### src/rtl/serial_uart.sv
// serial_uart: 8N1 UART with first-word-fall-through RX FIFO and a TX FIFO.
// Bit timing is a whole number of clocks per bit, set by CLKS_PER_BIT.

// Synchronous FIFO with registered head/empty/full flags.
module serial_uart_fifo #(
   parameter int unsigned DEPTH = 8,
   parameter int unsigned WIDTH = 8
) (
   input  logic             clock,
   input  logic             reset_n,
   input  logic             push,
   input  logic [WIDTH-1:0] din,
   input  logic             pop,
   output logic [WIDTH-1:0] head,
   output logic             empty,
   output logic             full
);

   localparam int unsigned PTR_W = (DEPTH > 1) ? $clog2(DEPTH) : 1;
   localparam int unsigned CNT_W = PTR_W + 1;
   localparam logic [CNT_W-1:0] DEPTH_C = CNT_W'(DEPTH);

   logic [WIDTH-1:0] mem [DEPTH];
   logic [PTR_W-1:0] wr_ptr;
   logic [PTR_W-1:0] rd_ptr;
   logic [PTR_W-1:0] wr_ptr_n;
   logic [PTR_W-1:0] rd_ptr_n;
   logic [CNT_W-1:0] count;
   logic [CNT_W-1:0] count_n;
   logic [WIDTH-1:0] head_n;
   logic             push_ok;
   logic             pop_ok;

   // Accept/pop decisions and the head value that will be visible after this edge.
   always_comb begin
      pop_ok   = pop && (count != '0);
      push_ok  = push && ((count != DEPTH_C) || pop_ok);
      rd_ptr_n = rd_ptr + PTR_W'(pop_ok);
      wr_ptr_n = wr_ptr + PTR_W'(push_ok);
      count_n  = count + CNT_W'(push_ok) - CNT_W'(pop_ok);
      head_n   = head;
      if (count_n != '0) begin
         // The incoming byte becomes the head when nothing older survives this edge.
         if ((count - CNT_W'(pop_ok)) == '0) begin
            head_n = din;
         end else begin
            head_n = mem[rd_ptr_n];
         end
      end
   end

   // Storage array; contents are don't-care until written.
   always_ff @(posedge clock) begin
      if (push_ok) begin
         mem[wr_ptr] <= din;
      end
   end

   // Pointers, occupancy and registered status flags.
   always_ff @(posedge clock or negedge reset_n) begin
      if (!reset_n) begin
         wr_ptr <= '0;
         rd_ptr <= '0;
         count  <= '0;
         head   <= '0;
         empty  <= 1'b1;
         full   <= 1'b0;
      end else begin
         wr_ptr <= wr_ptr_n;
         rd_ptr <= rd_ptr_n;
         count  <= count_n;
         head   <= head_n;
         empty  <= (count_n == '0);
         full   <= (count_n == DEPTH_C);
      end
   end

endmodule

module serial_uart #(
   parameter int unsigned CLKS_PER_BIT = 434,
   parameter int unsigned FIFO_DEPTH   = 8
) (
   input  logic       clock,
   input  logic       reset_n,
   input  logic       rx,
   output logic       tx,
   output logic [7:0] rd_data,
   output logic       rx_empty,
   input  logic       rd_en,
   input  logic [7:0] wr_data,
   input  logic       wr_en,
   output logic       tx_full,
   output logic       rx_overrun,
   output logic       framing_err
);

   localparam int unsigned CNT_W     = (CLKS_PER_BIT > 1) ? $clog2(CLKS_PER_BIT) : 1;
   localparam int unsigned HALF_BITS = CLKS_PER_BIT / 2;
   localparam logic [CNT_W-1:0] BIT_LAST  = CNT_W'(CLKS_PER_BIT - 1);
   localparam logic [CNT_W-1:0] HALF_LAST = CNT_W'((HALF_BITS > 0) ? HALF_BITS - 1 : 0);

   typedef enum logic [1:0] {IDLE, START, DATA, STOP} uart_state_t;

   // ---------------- receive path ----------------
   logic             rx_meta;
   logic             rx_sync;
   uart_state_t      rx_state;
   uart_state_t      rx_state_n;
   logic [CNT_W-1:0] rx_cnt;
   logic [CNT_W-1:0] rx_cnt_n;
   logic [2:0]       rx_bit;
   logic [2:0]       rx_bit_n;
   logic [7:0]       rx_shift;
   logic [7:0]       rx_shift_n;
   logic             rx_wait;
   logic             rx_wait_n;
   logic             rx_push_c;
   logic             ferr_c;
   logic             rx_fifo_full;

   // Two-flop synchronizer; idles high so reset never looks like a start bit.
   always_ff @(posedge clock or negedge reset_n) begin
      if (!reset_n) begin
         rx_meta <= 1'b1;
         rx_sync <= 1'b1;
      end else begin
         rx_meta <= rx;
         rx_sync <= rx_meta;
      end
   end

   // RX next-state: mid-bit sampling, byte assembly, stop-bit validation.
   always_comb begin
      rx_state_n = rx_state;
      rx_cnt_n   = rx_cnt + CNT_W'(1);
      rx_bit_n   = rx_bit;
      rx_shift_n = rx_shift;
      rx_wait_n  = rx_wait;
      rx_push_c  = 1'b0;
      ferr_c     = 1'b0;
      case (rx_state)
         IDLE: begin
            rx_cnt_n = '0;
            if (rx_wait) begin
               // After a bad stop bit the line must return high before a new start.
               if (rx_sync) begin
                  rx_wait_n = 1'b0;
               end
            end else if (!rx_sync) begin
               rx_state_n = START;
            end
         end
         START: begin
            if (rx_cnt == HALF_LAST) begin
               rx_cnt_n = '0;
               rx_bit_n = '0;
               rx_state_n = rx_sync ? IDLE : DATA;
            end
         end
         DATA: begin
            if (rx_cnt == BIT_LAST) begin
               rx_cnt_n   = '0;
               rx_shift_n = {rx_sync, rx_shift[7:1]};
               if (rx_bit == 3'd7) begin
                  rx_state_n = STOP;
               end else begin
                  rx_bit_n = rx_bit + 3'd1;
               end
            end
         end
         STOP: begin
            if (rx_cnt == BIT_LAST) begin
               rx_cnt_n   = '0;
               rx_state_n = IDLE;
               if (rx_sync) begin
                  rx_push_c = 1'b1;
               end else begin
                  ferr_c    = 1'b1;
                  rx_wait_n = 1'b1;
               end
            end
         end
         default: rx_state_n = IDLE;
      endcase
   end

   // RX state register plus the registered error flags.
   always_ff @(posedge clock or negedge reset_n) begin
      if (!reset_n) begin
         rx_state    <= IDLE;
         rx_cnt      <= '0;
         rx_bit      <= '0;
         rx_shift    <= '0;
         rx_wait     <= 1'b0;
         framing_err <= 1'b0;
         rx_overrun  <= 1'b0;
      end else begin
         rx_state    <= rx_state_n;
         rx_cnt      <= rx_cnt_n;
         rx_bit      <= rx_bit_n;
         rx_shift    <= rx_shift_n;
         rx_wait     <= rx_wait_n;
         framing_err <= ferr_c;
         // A full FIFO with no simultaneous pop drops the byte.
         rx_overrun  <= rx_overrun | (rx_push_c & rx_fifo_full & ~rd_en);
      end
   end

   serial_uart_fifo #(
      .DEPTH (FIFO_DEPTH),
      .WIDTH (8)
   ) u_rx_fifo (
      .clock   (clock),
      .reset_n (reset_n),
      .push    (rx_push_c),
      .din     (rx_shift),
      .pop     (rd_en),
      .head    (rd_data),
      .empty   (rx_empty),
      .full    (rx_fifo_full)
   );

   // ---------------- transmit path ----------------
   uart_state_t      tx_state;
   uart_state_t      tx_state_n;
   logic [CNT_W-1:0] tx_cnt;
   logic [CNT_W-1:0] tx_cnt_n;
   logic [2:0]       tx_bit;
   logic [2:0]       tx_bit_n;
   logic [7:0]       tx_byte;
   logic [7:0]       tx_byte_n;
   logic             tx_pop_c;
   logic             tx_line_c;
   logic [7:0]       tx_head;
   logic             tx_empty;

   serial_uart_fifo #(
      .DEPTH (FIFO_DEPTH),
      .WIDTH (8)
   ) u_tx_fifo (
      .clock   (clock),
      .reset_n (reset_n),
      .push    (wr_en),
      .din     (wr_data),
      .pop     (tx_pop_c),
      .head    (tx_head),
      .empty   (tx_empty),
      .full    (tx_full)
   );

   // TX next-state: pops a byte and shifts out start, data LSB first, stop.
   always_comb begin
      tx_state_n = tx_state;
      tx_cnt_n   = tx_cnt + CNT_W'(1);
      tx_bit_n   = tx_bit;
      tx_byte_n  = tx_byte;
      tx_pop_c   = 1'b0;
      tx_line_c  = 1'b1;
      case (tx_state)
         IDLE: begin
            tx_cnt_n = '0;
            if (!tx_empty) begin
               tx_pop_c   = 1'b1;
               tx_byte_n  = tx_head;
               tx_state_n = START;
            end
         end
         START: begin
            tx_line_c = 1'b0;
            if (tx_cnt == BIT_LAST) begin
               tx_cnt_n   = '0;
               tx_bit_n   = '0;
               tx_state_n = DATA;
            end
         end
         DATA: begin
            tx_line_c = tx_byte[tx_bit];
            if (tx_cnt == BIT_LAST) begin
               tx_cnt_n = '0;
               if (tx_bit == 3'd7) begin
                  tx_state_n = STOP;
               end else begin
                  tx_bit_n = tx_bit + 3'd1;
               end
            end
         end
         STOP: begin
            tx_line_c = 1'b1;
            if (tx_cnt == BIT_LAST) begin
               tx_cnt_n = '0;
               // Chain straight into the next frame when more bytes are queued.
               if (!tx_empty) begin
                  tx_pop_c   = 1'b1;
                  tx_byte_n  = tx_head;
                  tx_state_n = START;
               end else begin
                  tx_state_n = IDLE;
               end
            end
         end
         default: tx_state_n = IDLE;
      endcase
   end

   // TX state register; the line is registered one cycle behind the state.
   always_ff @(posedge clock or negedge reset_n) begin
      if (!reset_n) begin
         tx_state <= IDLE;
         tx_cnt   <= '0;
         tx_bit   <= '0;
         tx_byte  <= '0;
         tx       <= 1'b1;
      end else begin
         tx_state <= tx_state_n;
         tx_cnt   <= tx_cnt_n;
         tx_bit   <= tx_bit_n;
         tx_byte  <= tx_byte_n;
         tx       <= tx_line_c;
      end
   end

endmodule

### config.mk
export PLATFORM = sky130hd
export DESIGN_NAME = serial_uart
export DESIGN_NICKNAME = d
export VERILOG_FILES = /design/src/rtl/serial_uart.sv
export SDC_FILE = /design/constraint.sdc
export NUM_CORES = 1
export LEC_CHECK = 0
export BUFFER_PORTS_ARGS = -buffer_cell sky130_fd_sc_hd__buf_2
export CAP_MARGIN = 5
export CORE_MARGIN = 2
export CORE_UTILIZATION = 53
export CTS_CLUSTER_DIAMETER = 30
export CTS_CLUSTER_SIZE = 40
export DETAILED_ROUTE_END_ITERATION = 8
export GPL_ROUTABILITY_DRIVEN = 0
export HOLD_SLACK_MARGIN = 0.15
export PLACE_DENSITY = 0.69
export SETUP_SLACK_MARGIN = 0.05
export SLEW_MARGIN = 0
export SYNTH_ARGS = -nofsm -noshare
export SYNTH_HDL_FRONTEND = slang
export SYNTH_SLANG_ARGS = --single-unit
### constraint.sdc
create_clock -name clock -period 8.6 [get_ports clock]
set_input_delay 0 -clock clock [delete_from_list [all_inputs] [get_ports clock]]
set_output_delay 0 -clock clock [all_outputs]
set_load 0.05 [all_outputs]
==> flow_results.xml, run 1 <==
<?xml version="1.0" encoding="UTF-8"?>
<metrics>
  <group name="power">
    <metric name="vdd_ir_drop_max" unit="mV">0.267</metric>
    <metric name="static-leakage-power" unit="uW">0.00451</metric>
    <metric name="cellInternalPower" unit="uW">2840</metric>
    <metric name="netSwitchingFraction" unit="%">27.7</metric>
    <metric name="portion_of_total_power_attributed_to_sequential_cells" unit="%">33.2</metric>
    <metric name="power_density" unit="nW/um^2">343</metric>
    <metric name="power_frac_clock" unit="%">45.7</metric>
    <metric name="power.combinational.fraction" unit="%">21.1</metric>
    <metric name="power_switching" unit="uW">1090</metric>
  </group>
  <group name="placed_design">
    <metric name="dpl_worst_slack" unit="ps">4830</metric>
    <metric name="port_buffers" unit="">25</metric>
    <metric name="total_cell_area_at_the_placement_stage" unit="um^2">9730</metric>
    <metric name="dpl.hpwl" unit="um">10700</metric>
  </group>
  <group name="setup_path">
    <metric name="setup.worst_path.end_class" unit="">register</metric>
    <metric name="cp_num_buf_inv" unit="">3</metric>
    <metric name="critical_path.max_stage_delay" unit="ps">620</metric>
    <metric name="timing.critical_path.from_type" unit="">register</metric>
    <metric name="timing.critical_path.cells" unit="">inv_1, ha_1, nand4bb_1, nor2_1, nand2_1, a311oi_1, ha_1, inv_1, fa_1, inv_1, or3_1, or2_2, mux2_2</metric>
    <metric name="cp.depth" unit="">13</metric>
    <metric name="timing.reg2reg.setup_slack" unit="ps">4790</metric>
    <metric name="rr_endpoint" unit="">u_rx_fifo.head[3]$_DFFE_PN0N_</metric>
    <metric name="kind_of_critical_path" unit="">reg -&gt; reg</metric>
    <metric name="startpoint" unit="">rx_cnt[1]$_DFF_PN0_</metric>
    <metric name="critical_path_top_delay_cell" unit="">sky130_fd_sc_hd__a311oi_1</metric>
    <metric name="reg2reg_depth" unit="">13</metric>
    <metric name="crit_end" unit="">u_rx_fifo.head[3]$_DFFE_PN0N_</metric>
    <metric name="launch_instance_of_the_worst_register_to_register_path" unit="">rx_cnt[1]$_DFF_PN0_</metric>
    <metric name="worst-endpoint-required" unit="ps">8990</metric>
    <metric name="cpLargestDelayFamily" unit="">simple AND/OR/NAND/NOR gates</metric>
    <metric name="crit_arrival" unit="ps">4200</metric>
    <metric name="worst_path_most_repeated_cell" unit="">sky130_fd_sc_hd__inv_1</metric>
    <metric name="path_max_fanout" unit="">9</metric>
  </group>
  <group name="cells_and_area">
    <metric name="filler_cells_inserted" unit="">1153</metric>
    <metric name="regArea" unit="um^2">6100</metric>
    <metric name="multiInputGateArea" unit="um^2">3070</metric>
    <metric name="final_cell_mix" unit="">sky130_fd_sc_hd__edfxtp_1, sky130_fd_sc_hd__dfrtp_1, sky130_fd_sc_hd__nor2_1, sky130_fd_sc_hd__clkbuf_16, sky130_fd_sc_hd__ha_1</metric>
    <metric name="final_area" unit="um^2">11500</metric>
    <metric name="post_route_cells_drive_above_1_share" unit="%">26.7</metric>
    <metric name="utilization" unit="%">66.5</metric>
    <metric name="area_growth" unit="%">22.8</metric>
    <metric name="most_common_cell_after_layout_fill_and_taps_aside" unit="">sky130_fd_sc_hd__edfxtp_1</metric>
    <metric name="antenna_cells" unit="">0</metric>
    <metric name="finish.net_count" unit="">717</metric>
  </group>
  <group name="drt">
    <metric name="avgViaCountPerCell" unit="">5.56</metric>
    <metric name="wire_per_inst" unit="um">18.5</metric>
    <metric name="drt-initial-drc-count" unit="">244</metric>
    <metric name="route.antenna.remaining_nets" unit="">0</metric>
    <metric name="dr_total_vias" unit="">5141</metric>
    <metric name="first_pass_iters" unit="">6</metric>
    <metric name="route.detailed.drc" unit="">0</metric>
    <metric name="detail_route.wirelength" unit="um">17100</metric>
  </group>
  <group name="clocking">
    <metric name="h_tree_levels" unit="">2</metric>
    <metric name="clk_pin_slew_worst_paths" unit="ps">50</metric>
    <metric name="clockRootBuffer" unit="">sky130_fd_sc_hd__clkbuf_16</metric>
    <metric name="clkLatencyLatePin" unit="ps">510</metric>
    <metric name="cts-buffers-inserted" unit="">42</metric>
    <metric name="clkSinkCount" unit="">218</metric>
    <metric name="post_cts.resized_instances" unit="">0</metric>
    <metric name="clock_tree_from_tritoncts" unit="">yes</metric>
    <metric name="cts_max_path_buffers" unit="">3</metric>
  </group>
  <group name="timing">
    <metric name="setup_tns" unit="ps">0</metric>
    <metric name="final_max_slew_viol_count" unit="">0</metric>
    <metric name="post-route-worst-setup-slack" unit="ps">4790</metric>
    <metric name="timing.final.hold_violations" unit="">0</metric>
    <metric name="rsz_0062_raised_after_global_routing" unit="">false</metric>
    <metric name="final.setup_skew" unit="ps">15.1</metric>
    <metric name="fin_worst_hold_slack" unit="ps">278</metric>
    <metric name="timing_worst_slew_pin_value" unit="ps">1020</metric>
    <metric name="layout_worst_path_cycle_share" unit="%">44.3</metric>
    <metric name="max-slew-margin-rel" unit="%">31.8</metric>
    <metric name="achievable-frequency" unit="GHz">0.262</metric>
    <metric name="setup_violations" unit="">0</metric>
    <metric name="min_period" unit="ps">3810</metric>
  </group>
  <group name="logic_synthesis">
    <metric name="synth_seq_cells" unit="">218</metric>
    <metric name="synth-seq-area-share" unit="%">65.4</metric>
    <metric name="post_synth_inst_count" unit="">592</metric>
    <metric name="syn_avg_cell_area" unit="um^2">15.8</metric>
    <metric name="synth_fp_nets" unit="">643</metric>
    <metric name="synth.yosys.warnings" unit="">0</metric>
    <metric name="synth.distinct_cells" unit="">53</metric>
    <metric name="synth_async_sr_flop_share" unit="%">41.3</metric>
    <metric name="synth_edf_count" unit="">128</metric>
    <metric name="synth_top_flop_cell" unit="">sky130_fd_sc_hd__edfxtp_1</metric>
    <metric name="mappedNetlistArea" unit="um^2">9340</metric>
  </group>
  <group name="flow_run">
    <metric name="cap_viol_max_count" unit="">0</metric>
  </group>
  <group name="floorplanning">
    <metric name="initial_cell_density_of_the_core" unit="%">54.2</metric>
    <metric name="fp-row-count" unit="">48</metric>
    <metric name="die-height" unit="um">137</metric>
    <metric name="dieArea" unit="um^2">18700</metric>
    <metric name="die_width" unit="um">137</metric>
    <metric name="fp.coreArea" unit="um^2">17200</metric>
    <metric name="ioPinCount" unit="">26</metric>
  </group>
  <group name="global_route">
    <metric name="gr-usage-all-layers" unit="%">19.4</metric>
    <metric name="grt_overflow" unit="">0</metric>
    <metric name="pin_count_of_the_biggest_net_entering_global_routing" unit="">72</metric>
    <metric name="first_global_vias" unit="">5420</metric>
    <metric name="grt_antenna_before_repair" unit="">0</metric>
    <metric name="grt_pass1_wl" unit="um">27800</metric>
  </group>
  <group name="outcome">
    <metric name="status" unit="">complete, no violations</metric>
  </group>
  <group name="min_path">
    <metric name="hold_path.class" unit="">in -&gt; reg</metric>
  </group>
</metrics>
through the flow:
step           total power, uW  cells
2_1_floorplan             1940    592
3_3_place_gp              2120    832
3_5_place_dp              2150    832
4_1_cts                   3970    925
5_1_grt                   4100    925
6_report                  3930    925
per-layer routing:
metal	global-route usage, %	routed length [um]
met1	24.2	7040
met2	33.8	8850
met3	3.59	789
met4	7.00	420
met5	0	0
worst min path at each step:
stage | slack (ps) | start | cells past startpoint | end
floorplan | -300 | reset_n | 0 | asynchronous set/reset pin
global placement | -100 | reset_n | 1 | u_rx_fifo.head[3]$_DFFE_PN0N_
detailed placement | -100 | reset_n | 1 | u_rx_fifo.head[6]$_DFFE_PN0N_
CTS | 260 | rd_en | 3 | rx_overrun$_DFF_PN0_
global route | 290 | rd_en | 3 | rx_overrun$_DFF_PN0_
finish | 280 | rd_en | 3 | rx_overrun$_DFF_PN0_
power groups by stage:
| stage | sequential [uW] | clock [uW] | combinational [uW] |
|---|---|---|---|
| after floorplan | 1380 | 0 | 563 |
| after global placement | 1320 | 0 | 800 |
| after detailed placement | 1320 | 0 | 825 |
| after CTS | 1310 | 1820 | 841 |
| after global routing | 1320 | 1870 | 909 |
| final | 1310 | 1800 | 830 |
synth_stat cells, drive strengths merged (3+ instances only):
cell type	instances	share of area (%)
a21oi	6	0.32
a221oi	7	1.1
a22o	7	0.66
buf	7	0.44
clkbuf	10	0.40
dfrtp	85	23
dfstp	5	1.4
edfxtp	128	41
ha	36	4.8
inv	26	1.0
mux2	26	3.1
mux2i	18	1.9
mux4	34	8.2
nand2	29	1.2
nand2b	8	0.54
nand3	8	0.43
nor2	60	2.7
nor2b	4	0.27
nor3	10	0.54
o21a	3	0.24
o21ai	12	0.64
o21bai	4	0.32
o31ai	4	0.32
xnor2	10	0.94
xor2	16	1.7
kinds of logic after synthesis:
kind of cell               count (synthesis)  synth area share (%)
DFF                                      218                  65.4
and+or+nand+nor                          133                  6.78
muxes                                     78                  13.3
AOI/OAI and AO/OA                         55                  4.77
buffers and inverters                     44                  1.93
adders and majority gates                 38                  5.25
xor gates and xnor gates                  26                  2.64
worst reg2reg max path, cell delays in order (launching register included):
cell and delay (ps):
sky130_fd_sc_hd__dfrtp_1 390, sky130_fd_sc_hd__inv_1 90, sky130_fd_sc_hd__ha_1 140, sky130_fd_sc_hd__nand4bb_1 100, sky130_fd_sc_hd__nor2_1 200, sky130_fd_sc_hd__nand2_1 140, sky130_fd_sc_hd__a311oi_1 630, sky130_fd_sc_hd__ha_1 310
sky130_fd_sc_hd__inv_1 70, sky130_fd_sc_hd__fa_1 490, sky130_fd_sc_hd__inv_1 60, sky130_fd_sc_hd__or3_1 360, sky130_fd_sc_hd__or2_2 400, sky130_fd_sc_hd__mux2_2 320
sequential cells by signal, indices dropped and copies added, names as in the netlist, 2 cells and up, named ones only:
register and count:
tx_byte 8, rx_bit 3, u_rx_fifo.rd_ptr 3, u_tx_fifo.mem 64
u_rx_fifo.mem 64, rx_cnt 9, u_rx_fifo.head 8, tx_bit 3
u_rx_fifo.wr_ptr 3, u_tx_fifo.count 4, tx_state 2, u_tx_fifo.head 8
tx_cnt 9, rx_shift 8, u_rx_fifo.count 4, u_tx_fifo.rd_ptr 3
u_tx_fifo.wr_ptr 3
area by class of cell:
type	count	share of cell area, %
sequential	218	53.2
multi-input combinational	330	26.8
clock buffer	50	10.2
clock inverter	28	3.64
timing repair buffer	47	2.88
tap	225	2.46
inverter	27	0.884
what timing repair did:
item                       4_1_cts  5_1_grt
setup endpoints to repair        0        0
setup buffers                    0        0
hold buffers                    15        0
hold endpoints to repair       163        0
(Power assumes the default switching activity.)
==> run 2, diff against run 1 <==
ABC_AREA = 1   (was default)
clock period = 3.75 ns   (was 8.6 ns; I/O delays follow)
==> run 2 against run 1 <==
Effect of this change:
- non-clock buffer count rose by 13
- critical endpoint is now u_tx_fifo.head[2]$_DFFE_PN0P_
- die area rose by 5.1%
- the run now ends with DRC left
- critical path type unchanged
- clock-buffer cell count rose by 1
- cell area rose by 4.9%
- core utilization barely moved
- clock power rose by 130%
- wire length rose by 14%
- worst hold slack improved by 48 ps
- synthesized cell count rose by 52%
==> flow_results.xml, run 2 <==
<?xml version="1.0" encoding="UTF-8"?>
<metrics>
  <group name="flow_run">
    <metric name="cap_viol_max_count" unit="">0</metric>
  </group>
  <group name="logic_synthesis">
    <metric name="syn_avg_cell_area" unit="um^2">10.9</metric>
    <metric name="synth-seq-area-share" unit="%">62.1</metric>
    <metric name="synth_most_common_cell" unit="">sky130_fd_sc_hd__inv_1</metric>
    <metric name="mappedNetlistArea" unit="um^2">9820</metric>
    <metric name="synth_fp_nets" unit="">951</metric>
    <metric name="yosysTopAreaCellShare" unit="%">39.1</metric>
    <metric name="ys_top_cells_by_area" unit="">sky130_fd_sc_hd__edfxtp_1, sky130_fd_sc_hd__dfrtp_1, sky130_fd_sc_hd__inv_1</metric>
    <metric name="synth.distinct_cells" unit="">45</metric>
    <metric name="post_synth_inst_count" unit="">900</metric>
    <metric name="synth_edf_count" unit="">128</metric>
    <metric name="synth_seq_cells" unit="">218</metric>
    <metric name="netlist.top_cell.by_area" unit="">sky130_fd_sc_hd__edfxtp_1</metric>
    <metric name="synth_top_flop_cell" unit="">sky130_fd_sc_hd__edfxtp_1</metric>
    <metric name="synth_commonest_cells" unit="">sky130_fd_sc_hd__inv_1, sky130_fd_sc_hd__edfxtp_1, sky130_fd_sc_hd__nand3_1, sky130_fd_sc_hd__nand2_1, sky130_fd_sc_hd__dfrtp_1</metric>
    <metric name="synth.yosys.warnings" unit="">0</metric>
    <metric name="synth_async_sr_flop_share" unit="%">41.3</metric>
  </group>
  <group name="timing">
    <metric name="setup_tns" unit="ps">0</metric>
    <metric name="timing.final.hold_violations" unit="">0</metric>
    <metric name="layout_worst_path_cycle_share" unit="%">87.9</metric>
    <metric name="fin_worst_hold_slack" unit="ps">327</metric>
    <metric name="timing_worst_slew_pin_value" unit="ps">953</metric>
    <metric name="setup_violations" unit="">0</metric>
    <metric name="min_period" unit="ps">3300</metric>
    <metric name="final_max_slew_viol_count" unit="">0</metric>
    <metric name="achievable-frequency" unit="GHz">0.303</metric>
    <metric name="max-slew-margin-rel" unit="%">36.0</metric>
    <metric name="rsz_0062_raised_after_global_routing" unit="">false</metric>
    <metric name="final.setup_skew" unit="ps">20.1</metric>
    <metric name="post-route-worst-setup-slack" unit="ps">452</metric>
  </group>
  <group name="floorplanning">
    <metric name="fp.coreArea" unit="um^2">18100</metric>
    <metric name="fp-row-count" unit="">49</metric>
    <metric name="initial_cell_density_of_the_core" unit="%">54.3</metric>
    <metric name="dieArea" unit="um^2">19600</metric>
    <metric name="die_width" unit="um">140</metric>
    <metric name="ioPinCount" unit="">26</metric>
    <metric name="die-height" unit="um">140</metric>
  </group>
  <group name="power">
    <metric name="vdd_ir_drop_max" unit="mV">0.580</metric>
    <metric name="power_density" unit="nW/um^2">756</metric>
    <metric name="netSwitchingFraction" unit="%">29.5</metric>
    <metric name="power_switching" unit="uW">2680</metric>
    <metric name="static-leakage-power" unit="uW">0.00538</metric>
    <metric name="cellInternalPower" unit="uW">6410</metric>
    <metric name="power.combinational.fraction" unit="%">21.9</metric>
    <metric name="power.total" unit="uW">9100</metric>
    <metric name="portion_of_total_power_attributed_to_sequential_cells" unit="%">32.8</metric>
    <metric name="power_frac_clock" unit="%">45.3</metric>
  </group>
  <group name="placed_design">
    <metric name="dpl_worst_slack" unit="ps">320</metric>
    <metric name="dpl.hpwl" unit="um">11800</metric>
    <metric name="port_buffers" unit="">25</metric>
  </group>
  <group name="setup_path">
    <metric name="cpLargestDelayFamily" unit="">adder cells</metric>
    <metric name="path_max_fanout" unit="">16</metric>
    <metric name="critical_path_top_delay_cell" unit="">sky130_fd_sc_hd__dfrtp_1</metric>
    <metric name="setup.worst_path.end_class" unit="">register</metric>
    <metric name="timing.reg2reg.setup_slack" unit="ps">450</metric>
    <metric name="crit_arrival" unit="ps">3730</metric>
    <metric name="kind_of_critical_path" unit="">reg -&gt; reg</metric>
    <metric name="timing.critical_path.from_type" unit="">register</metric>
    <metric name="critical_path.max_stage_delay" unit="ps">410</metric>
    <metric name="cp_num_buf_inv" unit="">7</metric>
    <metric name="worst-endpoint-required" unit="ps">4180</metric>
    <metric name="worst_path_most_repeated_cell" unit="">sky130_fd_sc_hd__inv_1</metric>
    <metric name="timing.critical_path.cells" unit="">inv_1, ha_1, inv_1, or2_1, nand2_4, nand2_4, xor2_1, inv_1, ha_1, inv_1, fa_1, xor2_1, nor3_1, inv_1, nor2_1, inv_2, o21ai_0, inv_1, a21oi_1</metric>
  </group>
  <group name="clocking">
    <metric name="clk_pin_slew_worst_paths" unit="ps">50</metric>
    <metric name="h_tree_levels" unit="">2</metric>
    <metric name="clockRootBuffer" unit="">sky130_fd_sc_hd__clkbuf_16</metric>
    <metric name="clock_tree_from_tritoncts" unit="">yes</metric>
    <metric name="cts_max_path_buffers" unit="">3</metric>
    <metric name="clkSinkCount" unit="">218</metric>
    <metric name="clkLatencyLatePin" unit="ps">520</metric>
    <metric name="cts-buffers-inserted" unit="">43</metric>
  </group>
  <group name="cells_and_area">
    <metric name="post_route_cells_drive_above_1_share" unit="%">15.7</metric>
    <metric name="final_cell_mix" unit="">sky130_fd_sc_hd__inv_1, sky130_fd_sc_hd__edfxtp_1, sky130_fd_sc_hd__nand3_1, sky130_fd_sc_hd__nand2_1, sky130_fd_sc_hd__dfrtp_1</metric>
    <metric name="regArea" unit="um^2">6100</metric>
    <metric name="finish.net_count" unit="">1031</metric>
    <metric name="top_regs" unit="">u_rx_fifo.mem: 64 flops, u_tx_fifo.mem: 64 flops</metric>
    <metric name="multiInputGateArea" unit="um^2">3070</metric>
    <metric name="antenna_cells" unit="">0</metric>
    <metric name="area_growth" unit="%">22.5</metric>
    <metric name="most_common_cell_after_layout_fill_and_taps_aside" unit="">sky130_fd_sc_hd__inv_1</metric>
    <metric name="filler_cells_inserted" unit="">1341</metric>
  </group>
  <group name="global_route">
    <metric name="first_global_vias" unit="">6577</metric>
    <metric name="grt_antenna_before_repair" unit="">0</metric>
    <metric name="gr-usage-all-layers" unit="%">20.5</metric>
    <metric name="pin_count_of_the_biggest_net_entering_global_routing" unit="">34</metric>
    <metric name="grt_pass1_wl" unit="um">32300</metric>
    <metric name="grt_overflow" unit="">0</metric>
  </group>
  <group name="drt">
    <metric name="route.antenna.remaining_nets" unit="">0</metric>
    <metric name="dr_total_vias" unit="">6568</metric>
    <metric name="wire_per_inst" unit="um">15.7</metric>
    <metric name="route.detailed.drc" unit="">5</metric>
    <metric name="drt-initial-drc-count" unit="">461</metric>
    <metric name="detail_route.wirelength" unit="um">19500</metric>
    <metric name="avgViaCountPerCell" unit="">5.28</metric>
    <metric name="first_pass_iters" unit="">8</metric>
  </group>
  <group name="min_path">
    <metric name="hold_path.class" unit="">in -&gt; reg</metric>
  </group>
  <group name="outcome">
    <metric name="violations" unit="">DRC</metric>
    <metric name="status" unit="">complete, but fails checks</metric>
  </group>
</metrics>
## run 2: layout make-up
cell class | count | area share (%)
tap | 229 | 2.38
sequential | 218 | 50.7
multi-input combinational | 513 | 25.5
timing repair buffer | 60 | 3.64
clock inverter | 28 | 3.64
inverter | 144 | 4.49
clock buffer | 51 | 9.61
## run 2: metrics by stage
stage	util, %	area (um^2)	std cells
2_1_floorplan	-	9820	900
3_3_place_gp	56.8	10300	1149
3_5_place_dp	56.8	10300	1149
4_1_cts	66.5	12000	1243
5_1_grt	66.5	12000	1243
6_report	66.5	12000	1243
## run 2: path summary, 6_finish.rpt
path / start / endpoint / cells after the start
min in group asynchronous: reset_n / asynchronous set/reset pin / 3
max in group asynchronous: reset_n / u_tx_fifo.empty$_DFF_PN1_ / 4
max reg2reg: tx_state[0]$_DFFE_PN0P_ / u_tx_fifo.head[2]$_DFFE_PN0P_ / 19
max: tx_state[0]$_DFFE_PN0P_ / u_tx_fifo.head[2]$_DFFE_PN0P_ / 19
min reg2reg: rx_meta$_DFF_PN1_ / rx_sync$_DFF_PN1_ / 0
min: wr_data[0] / u_tx_fifo.mem[2][0]$_DFFE_PP_ / 2
## run 2: power groups by stage
stage / registers, uW / logic [uW] / clock network, uW
global placement: 3010 / 1910 / 0
CTS: 2980 / 2000 / 4190
detailed placement: 3020 / 1950 / 0
floorplan: 3130 / 1320 / 0
global route: 3010 / 2220 / 4300
finish: 2980 / 1990 / 4120
## run 2: repair_timing
action,4_1_cts,5_1_grt
setup endpoints to repair,0,8
setup buffers,0,0
hold endpoints to repair,134,0
hold buffers,15,0
gates resized for setup,0,2
## run 2: layer usage
metal / global-route usage, % / part of all wire, % / vias to the layer above
li1: - / - / 3238
met1: 26.4 / 44 / 3140
met2: 34.6 / 50 / 147
met3: 4.31 / 4.5 / 43
met4: 7.55 / 2.1 / 0
met5: 0 / 0 / -
## run 2: logic make-up (layout without fill, tap and decap cells)
family,count (synthesis),in the layout,synth area share (%)
compound gates,111,111,7.06
mux,24,24,2.52
fa+ha+maj,38,38,4.99
simple gates,326,326,15.4
xor+xnor,14,14,1.25
flops,218,218,62.1
buf+inv,169,283,6.69
==> run 3, diff against run 2 <==
BUFFER_PORTS_ARGS = default   (was -buffer_cell sky130_fd_sc_hd__buf_2)
DONT_BUFFER_PORTS = 1   (was default)
PLACE_DENSITY = 0.68   (was 0.69)
SKIP_CTS_REPAIR_TIMING = 1   (was default)
==> run 3 against run 2 <==
Effect of this change:
- the flow still finishes with violations (DRC)
- via count shrank 2.0%
- register-to-register slack gained 20 ps
- worst hold slack lost 93 ps
- global-route usage shrank 0.28 points
- core utilization shrank 0.96 points
- final cell count shrank 2.2%
- sequential share of layout area grew 0.74 points
- clock skew shrank 3.4 ps
- combinational power shrank 10%
- cell area shrank 1.4%
- critical endpoint unchanged
- largest power group unchanged
- highest routed layer unchanged
==> flow_results.xml, run 3 (synthesis gave the netlist of run 2 again) <==
<?xml version="1.0" encoding="UTF-8"?>
<metrics>
  <group name="clocking">
    <metric name="clockRootBuffer" unit="">sky130_fd_sc_hd__clkbuf_16</metric>
    <metric name="clkSinkCount" unit="">218</metric>
    <metric name="cts-buffers-inserted" unit="">43</metric>
    <metric name="cts_max_path_buffers" unit="">3</metric>
    <metric name="clk_pin_slew_worst_paths" unit="ps">50</metric>
    <metric name="h_tree_levels" unit="">2</metric>
    <metric name="clock_tree_from_tritoncts" unit="">yes</metric>
    <metric name="clkLatencyLatePin" unit="ps">520</metric>
  </group>
  <group name="timing">
    <metric name="setup_violations" unit="">0</metric>
    <metric name="final_max_slew_viol_count" unit="">0</metric>
    <metric name="max-slew-margin-rel" unit="%">37.2</metric>
    <metric name="timing_worst_slew_pin_value" unit="ps">935</metric>
    <metric name="layout_worst_path_cycle_share" unit="%">87.4</metric>
    <metric name="timing.final.hold_violations" unit="">0</metric>
    <metric name="achievable-frequency" unit="GHz">0.305</metric>
    <metric name="setup_tns" unit="ps">0</metric>
    <metric name="rsz_0062_raised_after_global_routing" unit="">false</metric>
    <metric name="final.setup_skew" unit="ps">16.8</metric>
    <metric name="min_period" unit="ps">3280</metric>
  </group>
  <group name="setup_path">
    <metric name="timing.reg2reg.setup_slack" unit="ps">470</metric>
    <metric name="rr_endpoint" unit="">u_tx_fifo.head[2]$_DFFE_PN0P_</metric>
    <metric name="setup.worst_path.end_class" unit="">register</metric>
    <metric name="critical_path.max_stage_delay" unit="ps">470</metric>
    <metric name="launch_instance_of_the_worst_register_to_register_path" unit="">tx_state[0]$_DFFE_PN0P_</metric>
    <metric name="worst-endpoint-required" unit="ps">4180</metric>
    <metric name="path_max_fanout" unit="">16</metric>
    <metric name="critical_path_top_delay_cell" unit="">sky130_fd_sc_hd__fa_1</metric>
    <metric name="worst_path_most_repeated_cell" unit="">sky130_fd_sc_hd__inv_1</metric>
    <metric name="cp_num_buf_inv" unit="">7</metric>
    <metric name="timing.critical_path.from_type" unit="">register</metric>
    <metric name="kind_of_critical_path" unit="">reg -&gt; reg</metric>
    <metric name="timing.critical_path.cells" unit="">inv_1, ha_2, inv_1, or2_1, nand2_4, nand2_4, a31oi_2, ha_1, inv_1, fa_1, inv_1, nor3_1, inv_1, nor2_1, inv_2, o21ai_0, inv_1, a21oi_1</metric>
    <metric name="cpLargestDelayFamily" unit="">adder cells</metric>
    <metric name="crit_arrival" unit="ps">3710</metric>
    <metric name="reg2reg_depth" unit="">18</metric>
  </group>
  <group name="drt">
    <metric name="dr_total_vias" unit="">6437</metric>
    <metric name="detail_route.wirelength" unit="um">19300</metric>
    <metric name="drt-initial-drc-count" unit="">371</metric>
    <metric name="topRoutingLayerUsed" unit="">met4</metric>
    <metric name="wire_per_inst" unit="um">15.9</metric>
    <metric name="met3WireLength" unit="um">1010</metric>
    <metric name="route.detailed.drc" unit="">3</metric>
    <metric name="drt-met1-wl" unit="um">8420</metric>
    <metric name="first_pass_iters" unit="">7</metric>
    <metric name="met2RoutedLength" unit="um">9420</metric>
    <metric name="route.antenna.remaining_nets" unit="">0</metric>
    <metric name="avgViaCountPerCell" unit="">5.29</metric>
  </group>
  <group name="floorplanning">
    <metric name="die_width" unit="um">140</metric>
    <metric name="die-height" unit="um">140</metric>
    <metric name="fp.coreArea" unit="um^2">18100</metric>
    <metric name="fp-row-count" unit="">49</metric>
    <metric name="ioPinCount" unit="">26</metric>
    <metric name="dieArea" unit="um^2">19600</metric>
    <metric name="initial_cell_density_of_the_core" unit="%">54.3</metric>
  </group>
  <group name="global_route">
    <metric name="grt_antenna_before_repair" unit="">0</metric>
    <metric name="grt_overflow" unit="">0</metric>
    <metric name="grt_pass1_wl" unit="um">31800</metric>
    <metric name="first_global_vias" unit="">6449</metric>
    <metric name="pin_count_of_the_biggest_net_entering_global_routing" unit="">91</metric>
    <metric name="gr-usage-all-layers" unit="%">20.3</metric>
  </group>
  <group name="cells_and_area">
    <metric name="finish.net_count" unit="">1005</metric>
    <metric name="final_area" unit="um^2">11900</metric>
    <metric name="post_route_cells_drive_above_1_share" unit="%">13.3</metric>
    <metric name="antenna_cells" unit="">0</metric>
    <metric name="top_regs" unit="">u_rx_fifo.mem: 64 flops, u_tx_fifo.mem: 64 flops</metric>
    <metric name="most_common_cell_after_layout_fill_and_taps_aside" unit="">sky130_fd_sc_hd__inv_1</metric>
    <metric name="layout.cells.non_filler" unit="">1216</metric>
    <metric name="area_growth" unit="%">20.7</metric>
    <metric name="final_cell_mix" unit="">sky130_fd_sc_hd__inv_1, sky130_fd_sc_hd__edfxtp_1, sky130_fd_sc_hd__nand3_1, sky130_fd_sc_hd__nand2_1, sky130_fd_sc_hd__dfrtp_1</metric>
  </group>
  <group name="min_path">
    <metric name="min_path_cells" unit="">4</metric>
    <metric name="whs_endpoint" unit="">rx_overrun$_DFF_PN0_</metric>
    <metric name="worstHoldStart" unit="">rd_en</metric>
    <metric name="hold_path.class" unit="">in -&gt; reg</metric>
  </group>
  <group name="power">
    <metric name="vdd_ir_drop_max" unit="mV">0.546</metric>
    <metric name="static-leakage-power" unit="uW">0.00522</metric>
    <metric name="power_density" unit="nW/um^2">750</metric>
    <metric name="power.total" unit="uW">8890</metric>
  </group>
  <group name="placed_design">
    <metric name="dpl.hpwl" unit="um">11900</metric>
    <metric name="total_cell_area_at_the_placement_stage" unit="um^2">10100</metric>
    <metric name="numPlacedInstances" unit="">1122</metric>
    <metric name="port_buffers" unit="">0</metric>
  </group>
  <group name="outcome">
    <metric name="violations" unit="">DRC</metric>
    <metric name="status" unit="">complete, but fails checks</metric>
  </group>
  <group name="flow_run">
    <metric name="cap_viol_max_count" unit="">0</metric>
  </group>
</metrics>
-- run 3: layout make-up --
| cell class | count | area (um^2) |
|---|---|---|
| fillers | 1353 | 6230 |
| flip-flops and latches | 218 | 6100 |
| multi-input cells | 513 | 3070 |
| clock buffers | 51 | 1150 |
| inverters | 144 | 541 |
| clock inverters | 27 | 379 |
| repair buffers | 34 | 330 |
| well taps | 229 | 287 |
-- run 3: worst max-delay path by stage --
stage	start	end	slack [ps]	depth (start not counted)
floorplan	tx_state[0]$_DFFE_PN0P_	u_tx_fifo.head[5]$_DFFE_PN0P_	640	19
global placement	tx_state[0]$_DFFE_PN0P_	u_tx_fifo.head[2]$_DFFE_PN0P_	470	18
detailed placement	tx_state[0]$_DFFE_PN0P_	u_tx_fifo.head[4]$_DFFE_PN0P_	260	18
CTS	tx_state[0]$_DFFE_PN0P_	u_tx_fifo.head[2]$_DFFE_PN0P_	230	18
global route	tx_state[0]$_DFFE_PN0P_	u_tx_fifo.head[2]$_DFFE_PN0P_	90	18
finish	tx_state[0]$_DFFE_PN0P_	u_tx_fifo.head[2]$_DFFE_PN0P_	470	18
-- run 3: metal layers --
layer,track usage (%),vias to the layer above
met3,4.51,38
met2,33.4,163
met1,26.3,3051
li1,-,3185
met4,7.92,0
met5,0,-
-- run 3: where the power goes --
group          internal (uW)  switching (uW)  total [uW]
clock                   2740            1230        3970
sequential              2850             287        3130
combinational            647            1140        1790
-- run 3: per-stage QoR --
stage               utilization, %  setup slack, ps  hold WS, ps
floorplan                        -              636         -296
global placement              56.0              474         -293
detailed placement            56.0              263         -293
CTS                           64.4              233         -838
global route                  65.6             86.9          261
finish                        65.6              473          234
-- run 3: worst register-to-register path, stage by stage (launching register included) --
cell and delay (ps):
sky130_fd_sc_hd__dfrtp_1 420, sky130_fd_sc_hd__inv_1 160, sky130_fd_sc_hd__ha_2 240, sky130_fd_sc_hd__inv_1 60, sky130_fd_sc_hd__or2_1 240, sky130_fd_sc_hd__nand2_4 90, sky130_fd_sc_hd__nand2_4 80, sky130_fd_sc_hd__a31oi_2 220
sky130_fd_sc_hd__ha_1 220, sky130_fd_sc_hd__inv_1 50, sky130_fd_sc_hd__fa_1 470, sky130_fd_sc_hd__inv_1 50, sky130_fd_sc_hd__nor3_1 170, sky130_fd_sc_hd__inv_1 70, sky130_fd_sc_hd__nor2_1 170, sky130_fd_sc_hd__inv_2 160
sky130_fd_sc_hd__o21ai_0 110, sky130_fd_sc_hd__inv_1 70, sky130_fd_sc_hd__a21oi_1 140
